**src/rtl/reg_access_ctrl.sv**
```systemverilog
// Register-file access arbiter: two 2-deep write queues and one read port share a
// single register-file command per cycle. Full queues drain first, then reads, then writes.

module reg_access_fifo #(
  parameter int AW = 3,
  parameter int DW = 8
) (
  input  logic          clk,
  input  logic          rst,
  input  logic          push,
  input  logic [AW-1:0] push_addr,
  input  logic [DW-1:0] push_data,
  input  logic          pop,
  input  logic [AW-1:0] cmp_addr,
  output logic [AW-1:0] head_addr,
  output logic [DW-1:0] head_data,
  output logic [1:0]    count,
  output logic          match
);
  logic [1:0][AW-1:0] addr_q;
  logic [1:0][DW-1:0] data_q;
  logic               wptr, rptr;
  logic [1:0]         occ;

  always_ff @(posedge clk) begin
    if (push) begin
      addr_q[wptr] <= push_addr;
      data_q[wptr] <= push_data;
    end
  end

  always_ff @(posedge clk) begin
    if (!rst) begin
      wptr  <= 1'b0;
      rptr  <= 1'b0;
      count <= 2'd0;
    end else begin
      if (push) wptr <= ~wptr;
      if (pop)  rptr <= ~rptr;
      case ({push, pop})
        2'b10:   count <= count + 2'd1;
        2'b01:   count <= count - 2'd1;
        default: count <= count;
      endcase
    end
  end

  assign head_addr = addr_q[rptr];
  assign head_data = data_q[rptr];

  // Only occupied slots take part in the read-after-write hazard compare.
  assign occ[0] = (count == 2'd2) | ((count == 2'd1) & ~rptr);
  assign occ[1] = (count == 2'd2) | ((count == 2'd1) &  rptr);
  assign match  = (occ[0] & (addr_q[0] == cmp_addr)) |
                  (occ[1] & (addr_q[1] == cmp_addr));
endmodule

module reg_access_ctrl #(
  parameter int AW = 3,
  parameter int DW = 8
) (
  input  logic          clk,
  input  logic          rst,
  input  logic          wr1_valid,
  input  logic [AW-1:0] wr1_addr,
  input  logic [DW-1:0] wr1_data,
  output logic          wr1_ready,
  input  logic          wr2_valid,
  input  logic [AW-1:0] wr2_addr,
  input  logic [DW-1:0] wr2_data,
  output logic          wr2_ready,
  input  logic          rd_valid,
  input  logic [AW-1:0] rd_addr,
  output logic          rd_ready,
  output logic          rd_resp_valid,
  output logic [DW-1:0] rd_resp_data,
  output logic [1:0]    rf_rw1w2,
  output logic [AW-1:0] rf_write_add_1,
  output logic [AW-1:0] rf_write_add_2,
  output logic [AW-1:0] rf_read_add,
  output logic [DW-1:0] rf_write_data_1,
  output logic [DW-1:0] rf_write_data_2,
  input  logic [DW-1:0] rf_read_data
);
  localparam int NP = 2;

  logic [NP-1:0]         wr_valid, wr_ready, push, pop, nempty, full, match;
  logic [NP-1:0][AW-1:0] wr_addr, head_addr;
  logic [NP-1:0][DW-1:0] wr_data, head_data;
  logic [NP-1:0][1:0]    count;
  logic                  hazard;
  logic [DW-1:0]         resp_hold;

  assign wr_valid = {wr2_valid, wr1_valid};
  assign wr_addr  = {wr2_addr, wr1_addr};
  assign wr_data  = {wr2_data, wr1_data};

  for (genvar i = 0; i < NP; i++) begin : g_port
    assign wr_ready[i] = rst & (count[i] != 2'd2);
    assign push[i]     = wr_valid[i] & wr_ready[i];
    assign nempty[i]   = count[i] != 2'd0;
    assign full[i]     = count[i] == 2'd2;

    reg_access_fifo #(.AW(AW), .DW(DW)) u_fifo (
      .clk       (clk),
      .rst       (rst),
      .push      (push[i]),
      .push_addr (wr_addr[i]),
      .push_data (wr_data[i]),
      .pop       (pop[i]),
      .cmp_addr  (rd_addr),
      .head_addr (head_addr[i]),
      .head_data (head_data[i]),
      .count     (count[i]),
      .match     (match[i])
    );
  end

  assign wr1_ready = wr_ready[0];
  assign wr2_ready = wr_ready[1];
  assign hazard    = |match;

  // Writes pop every non-empty head together; the pop mask doubles as the command code.
  always_comb begin
    rd_ready = 1'b0;
    pop      = '0;
    if (rst) begin
      if (|full)                   pop      = nempty;
      else if (rd_valid && !hazard) rd_ready = 1'b1;
      else                         pop      = nempty;
    end
  end

  assign rf_rw1w2        = pop;
  assign rf_read_add     = rd_ready ? rd_addr      : '0;
  assign rf_write_add_1  = pop[0]   ? head_addr[0] : '0;
  assign rf_write_data_1 = pop[0]   ? head_data[0] : '0;
  assign rf_write_add_2  = pop[1]   ? head_addr[1] : '0;
  assign rf_write_data_2 = pop[1]   ? head_data[1] : '0;

  // Register file returns data the cycle after a read; pass it through then hold it.
  always_ff @(posedge clk) begin
    if (!rst) begin
      rd_resp_valid <= 1'b0;
      resp_hold     <= '0;
    end else begin
      rd_resp_valid <= rd_ready;
      if (rd_resp_valid) resp_hold <= rf_read_data;
    end
  end

  assign rd_resp_data = rd_resp_valid ? rf_read_data : resp_hold;
endmodule

```
**config.mk**
```make
export PLATFORM = sky130hd
export DESIGN_NAME = reg_access_ctrl
export DESIGN_NICKNAME = d
export VERILOG_FILES = /design/src/rtl/reg_access_ctrl.sv
export SDC_FILE = /design/constraint.sdc
export NUM_CORES = 1
export LEC_CHECK = 0
export ABC_AREA = 1
export BUFFER_PORTS_ARGS = -buffer_cell sky130_fd_sc_hd__buf_2
export CAP_MARGIN = 20
export CORE_MARGIN = 3
export CORE_UTILIZATION = 55
export CTS_CLUSTER_SIZE = 28
export DETAILED_ROUTE_END_ITERATION = 6
export GPL_TIMING_DRIVEN = 0
export PLACE_DENSITY = 0.83
export SETUP_SLACK_MARGIN = 0.2
export SLEW_MARGIN = 20
export SYNTH_ARGS = -nofsm -noshare
export SYNTH_HDL_FRONTEND = slang
export SYNTH_SLANG_ARGS = --single-unit
export TNS_END_PERCENT = 5
```
**constraint.sdc**
```tcl
create_clock -name clk -period 6.5 [get_ports clk]
set_clock_uncertainty 0.1 [all_clocks]
set_input_delay 0.65 -clock clk [delete_from_list [all_inputs] [get_ports clk]]
set_output_delay 0.65 -clock clk [all_outputs]
set_load 0.1 [all_outputs]
```
; ---- Word-level counts from Yosys, hierarchy flattened
; Index checks and enable logic that the tools add are counted.
[word_totals]
word_cells = 106
ramBits = 0
latch_bits = 0
mem_bits_ro = 0
mem_count = 0
reg_bits = 61
inputBits = 38
[classes]
reduce_logical = 10
n_bitwise = 22
multipliers = 0
n_mux = 34
div = 0
magnitude_cmp = 6
add_sub_neg = 4
eq_ne = 14
n_shift = 0
[ops]
columns = op, n
row1 = 8-bit two-way mux, 9
row2 = 16-bit bitwise mux, 2
row3 = 3-bit two-way mux, 9
row4 = 8-bit demux with 1-bit select, 2
row5 = 1-bit bitwise AND, 12
row6 = 6-bit bitwise mux, 2
row7 = 3-bit == test, 4
row8 = "2-bit by 1-bit == test with 1-bit output, second input constant", 4
row9 = "2-bit == test, second input constant", 4
row10 = "1-bit by 2-bit < comparator with 1-bit output, second input constant", 4
row11 = 2-bit case mux with 2 select lines, 2
row12 = 2-bit nonzero test, 4
row13 = 3-bit demux with 1-bit select, 2
row14 = 2-bit two-way mux, 3
row15 = 1-bit bitwise OR, 6
row16 = "2-bit by 1-bit adder with 2-bit output, second input constant", 2
row17 = "2-bit != test, second input constant", 2
row18 = 1-bit NOT, 4
row19 = 2-bit OR reduction, 2
row20 = "2-bit by 1-bit subtractor with 2-bit output, second input constant", 2
row21 = 1-bit logical AND, 3
row22 = 1-bit two-way mux, 3
row23 = "1-bit greater-or-equal comparator, second input constant", 2
row24 = 1-bit logical NOT, 1

; ---- Logic depth before layout (Yosys ltp)
[logic_depth]
ltp_word = 13
ltp_mapped = 15
ltp_nobuf = 14

; ---- By module
; From an unflattened synthesis, not the netlist that was laid out.
[hier_totals]
cells_unflattened = 347
area_unflattened_um2 = 2946.6
[by_module_without_submodules]
columns = module, seq_area_each_um2, cells_each, instances, area_per_inst_um2
row1 = reg_access_fifo, 740.7, 115, 2, 1147.4
row2 = reg_access_ctrl, 180.2, 117, 1, 651.9

; ---- Worst setup path before layout
; No wires, ideal clock.
[synth_path]
kind = input to output
start = input rd_addr[0]
end = output rf_write_add_2[1]
slack_ps = 3098
required_time_ps = 5750
path_buffers = 0
path_stages = 10
arrival_ps = 2652
path_cell_list = inv_2 nand2_1 nand2_1 nor2_1 nand2_1 nand2_1 inv_2 nand2_4 nand2_4 a21oi_1
[synth_between]
elab_chain_cells = 10
elab_cells_between_ends = 17
classes_between = eq/ne (4) / mux (4) / bitwise (6) / reduce/logical (3)
[synth_rtl]
columns = item, line
row1 = "start, declared", 73  ; input logic [AW-1:0] rd_addr,
row2 = 3-bit == test (on tied branches), "54, 55"
row3 = 1-bit bitwise AND (on tied branches), "54, 55"
row4 = 1-bit bitwise OR, 54  ; assign match = (occ[0] & (addr_q[0] == cmp_addr)) |
row5 = 2-bit OR reduction *, 121  ; assign hazard = |match;
row6 = 1-bit logical NOT *, 129  ; else if (rd_valid && !hazard) rd_ready = 1'b1;
row7 = 1-bit logical AND *, 129
row8 = 2-bit two-way mux *, 129
row9 = 2-bit two-way mux *, 128  ; if (|full) pop = nempty;
row10 = 2-bit two-way mux *, 127  ; if (rst) begin
row11 = 3-bit two-way mux *, 138  ; assign rf_write_add_2 = pop[1] ? head_addr[1] : '0;
row12 = "end, declared", 79  ; output logic [AW-1:0] rf_write_add_2,
; Mark *: on every way between the ends. The rest lies on a longest branch, timed or not.

; ---- Worst setup path in the final report
[layout_path]
start = register g_port[1].u_fifo.count[0]
end = output rf_rw1w2[1]
[layout_between]
elab_chain_cells = 11
elab_cells_between_ends = 17
classes_between = eq/ne (2) / mux (3) / bitwise (7) / reduce/logical (5)
[layout_rtl]
columns = item, line
row1 = "start, declared", 17  ; output logic [1:0] count,
row2 = "start signal, assigned", 41  ; 2'b10: count <= count + 2'd1;
row3 = "start signal, assigned", 42  ; 2'b01: count <= count - 2'd1;
row4 = "start signal, assigned", 43  ; default: count <= count;
row5 = 2-bit by 1-bit == test with 1-bit output, "52, 53"
row6 = 1-bit bitwise AND (on tied branches), "52, 53"
row7 = 1-bit bitwise OR (on tied branches), "52, 53"
row8 = 1-bit bitwise AND (on tied branches), "54, 55"
row9 = 1-bit bitwise OR, 54
row10 = 2-bit OR reduction, 121
row11 = 1-bit logical NOT, 129
row12 = 1-bit logical AND, 129
row13 = 2-bit two-way mux, 129
row14 = 2-bit two-way mux *, 128
row15 = 2-bit two-way mux *, 127
row16 = "end, declared", 77  ; output logic [1:0] rf_rw1w2,
; Marked as above.

==> flow_summary.yaml <==
outcome:
  outcome: "finished, final reports clean"
clock_tree:
  cts_resized: 0
  path_clk_slew_ns: 0.07
  cts_buffer_depth: 2
  clk_latency_ns: 0.34
  cts_buffers: 9
  clkSinkCount: 61
  holdBufCountCts: 0
  cts_tree: "built"
  htreeDepth: 3
  cts_root_buf: "clkbuf_8"
  post_cts_buffers: 0
timing:
  finalHoldViolCount: 0
  fin_tns_setup_ns: 0
  fin_crit_ns: 3.04
  slew_headroom: 0.349
  max_freq_ghz: 0.329
  finalMaxSlewViolations: 0
  fin_crit_sh: 0.468
  holdWs_ns: 0.371
  grt_setup_unrepaired: "false"
  setup_viol: 0
  tightestPinTransition_ns: 0.973
critical_path:
  crit_slowest_cell: "dfxtp_1"
  crit_path_end_kind: "output pin"
  crit_buf_inv: 5
  cp_top_family: "buffers and inverters"
  path_max_fanout: 10
  crit_type: "reg2out"
  cp.required_ns: 5.75
  path_cells: "inv_1, ha_1, a21oi_1, nor2_1, nand2_1, nand2_1, nor2_2, nand2_4, nand2_4, buf_6, inv_1, buf_4, buf_2"
  cp.arrival_ns: 2.29
  slowest_delay_ns: 0.34
  start_kind: "flip-flop"
logic_synthesis:
  synth_edf_count: 44
  synth.area.mux_share: 0
  synth_flop_cell: "edfxtp_1"
  async_flop_share: 0
  ys.warnings.count: 0
  synthSimpleGateAreaFrac: 0.198
  synth_adder_area_share: 0.0354
  syn-num-nets: 344
  synthTopCellsByArea: "edfxtp_1 47%, nand2_1 13%, dfxtp_1 12%"
  yosysMostFrequentCell: "nand2_1"
  synth_top_family_by_area: "simple AND/OR/NAND/NOR gates"
  netlist_area_um2: 2830
  synth_xor_area_frac: 0.0124
  avgSynthCellArea_um2: 9.50
  ys_seq_elements: 61
  synth_cell_types: 21
  synth_top_area_share: 0.467
  yosysTopAreaCell: "edfxtp_1"
  synth_compound_area_frac: 0.100
  yosysSeqAreaShare: 0.587
  syn_inst: 298
  synth_common_cells: "98 x nand2_1, 44 x edfxtp_1, 28 x a21oi_1"
routing:
  drt-initial-drc-count: 106
  drt-pass1-iter-count: 4
  vias: 2222
  antenna_left: 0
  drc_errors: 0
  wl_per_cell_um: 12.4
  routed_via_density: 4.86
  totalWireLength_mm: 5.65
floorplanning:
  rows: 25
  initial_utilization: 0.584
  fp.dieW_um: 77.8
  die_h_um: 77.8
  pin_count: 77
  dieArea_um2: 6050
  core_area_um2: 4850
power_and_ir_drop:
  netSwitchingPower_mw: 0.632
  p_int_mw: 0.743
  power_frac_comb: 0.424
  power_leakage_nw: 1.64
  vdd_ir_drop_max_mv: 0.201
  pwr-share-clk: 0.237
  p_seq_frac: 0.339
  power_mw: 1.38
  power_density_nw_per_um2: 395
  power_switching_share: 0.460
placement:
  gp_congestion: 0.751
  port_buffers: 76
  hpwl_mm: 4.02
run:
  drv_cap: 0
global_route:
  grt_start_max_net_pins: 12
  overflow: 0
  grt_pass1_vias: 2174
  antenna_found_initial: 0
  grt_pass1_wl_mm: 9.47
  grt_usage: 0.203
final_layout:
  layout-drive-gt1-share: 0.323
  antenna_cells: 0
  utilization: 0.719
  fillers: 353
  nets: 431
  syn_to_final_growth_pct: 23.1
worst_hold_path:
  worstHoldPathType: "reg2reg"
-- state kept, by name, indices dropped and copies added, names as in the netlist --
| register | cells |
|---|---|
| g_port.u_fifo.rptr | 2 |
| g_port.u_fifo.count | 4 |
| g_port.u_fifo.data_q | 32 |
| rd_resp_valid | 1 |
| g_port.u_fifo.wptr | 2 |
| resp_hold | 8 |
| g_port.u_fifo.addr_q | 12 |
-- power by group through the flow --
stage               logic (mW)  clock network, mW  registers (mW)
global route             0.624              0.349           0.470
detailed placement       0.583                  0           0.475
CTS                      0.586              0.330           0.467
finish                   0.583              0.325           0.467
global placement         0.575                  0           0.474
floorplan                0.482                  0           0.482
-- cells by family after synthesis --
family | after synthesis
and+or+nand+nor | 137
adders and majority gates | 8
DFF | 61
xor gates and xnor gates | 4
AOI/OAI and AO/OA | 47
buffers and inverters | 41
-- cell usage in the layout, fill, tap and decap left out --
master | netlist | routed
a21oi_2 | 13 | 13
nor2_2 | 6 | 6
inv_1 | 24 | 24
clkbuf_8 | 0 | 9
buf_4 | 4 | 4
bufinv_16 | 0 | 1
xor2_1 | 3 | 3
buf_6 | 2 | 2
a21oi_1 | 28 | 28
nor2_1 | 25 | 25
inv_2 | 5 | 5
buf_2 | 0 | 76
xnor2_1 | 1 | 1
clkbuf_1 | 4 | 4
ha_1 | 8 | 8
nand3_1 | 3 | 3
clkinv_1 | 0 | 1
o21ai_0 | 6 | 6
clkinvlp_4 | 0 | 3
clkinv_2 | 0 | 2
nand2_1 | 98 | 98
nand4_1 | 1 | 1
nand2_4 | 3 | 3
nor3b_1 | 1 | 1
edfxtp_1 | 44 | 44
inv_4 | 2 | 2
dfxtp_1 | 17 | 17
-- metrics by stage --
| step | worst slack, ns | cell area, um^2 | cells |
|---|---|---|---|
| 2_1_floorplan | 3.10 | 2830 | 298 |
| 3_3_place_gp | 3.58 | 3300 | 441 |
| 3_5_place_dp | 3.53 | 3300 | 441 |
| 4_1_cts | 3.43 | 3490 | 457 |
| 5_1_grt | 3.24 | 3490 | 457 |
| 6_report | 3.46 | 3490 | 457 |
-- path summary, 6_finish.rpt --
check        slack, ns                 startpoint  depth (start not counted)                        end
min reg2reg       0.37               resp_hold[1]                          2               resp_hold[1]
min               0.37               resp_hold[1]                          2               resp_hold[1]
max reg2reg       4.19  g_port[1].u_fifo.count[0]                         14  g_port[1].u_fifo.count[0]
max               3.46  g_port[1].u_fifo.count[0]                         13                rf_rw1w2[1]
-- area by class of cell --
type,count,area (um^2),area share
Buffer,10,67.6,0.0194
Clock buffer,9,124,0.0355
Clock inverter,7,66.3,0.0190
Inverter,31,121,0.0348
Multi-Input combinational cell,196,981,0.281
Sequential cell,61,1660,0.477
Tap cell,67,83.8,0.0240
Timing Repair Buffer,76,380,0.109
-- worst reg2reg max path, cell delays in order (launching register included) --
cell     delay (ns)
dfxtp_1        0.34
inv_1          0.08
ha_1           0.25
a21oi_1        0.12
nor2_1         0.06
nand2_1        0.06
nand2_1        0.05
nor2_2         0.14
nand2_4        0.11
nand2_4        0.08
buf_6          0.16
inv_1          0.08
ha_1           0.33
o21ai_0        0.17
a21oi_1        0.06
-- metal layers --
| metal | wire [um] | track usage | vias up |
|---|---|---|---|
| met5 | 0 | 0 | - |
| met1 | 2500 | 0.253 | 988 |
| li1 | - | - | 1140 |
| met4 | 104 | 0.117 | 0 |
| met2 | 2650 | 0.318 | 82 |
| met3 | 397 | 0.0522 | 12 |
Power figures use the tool's default switching activity.
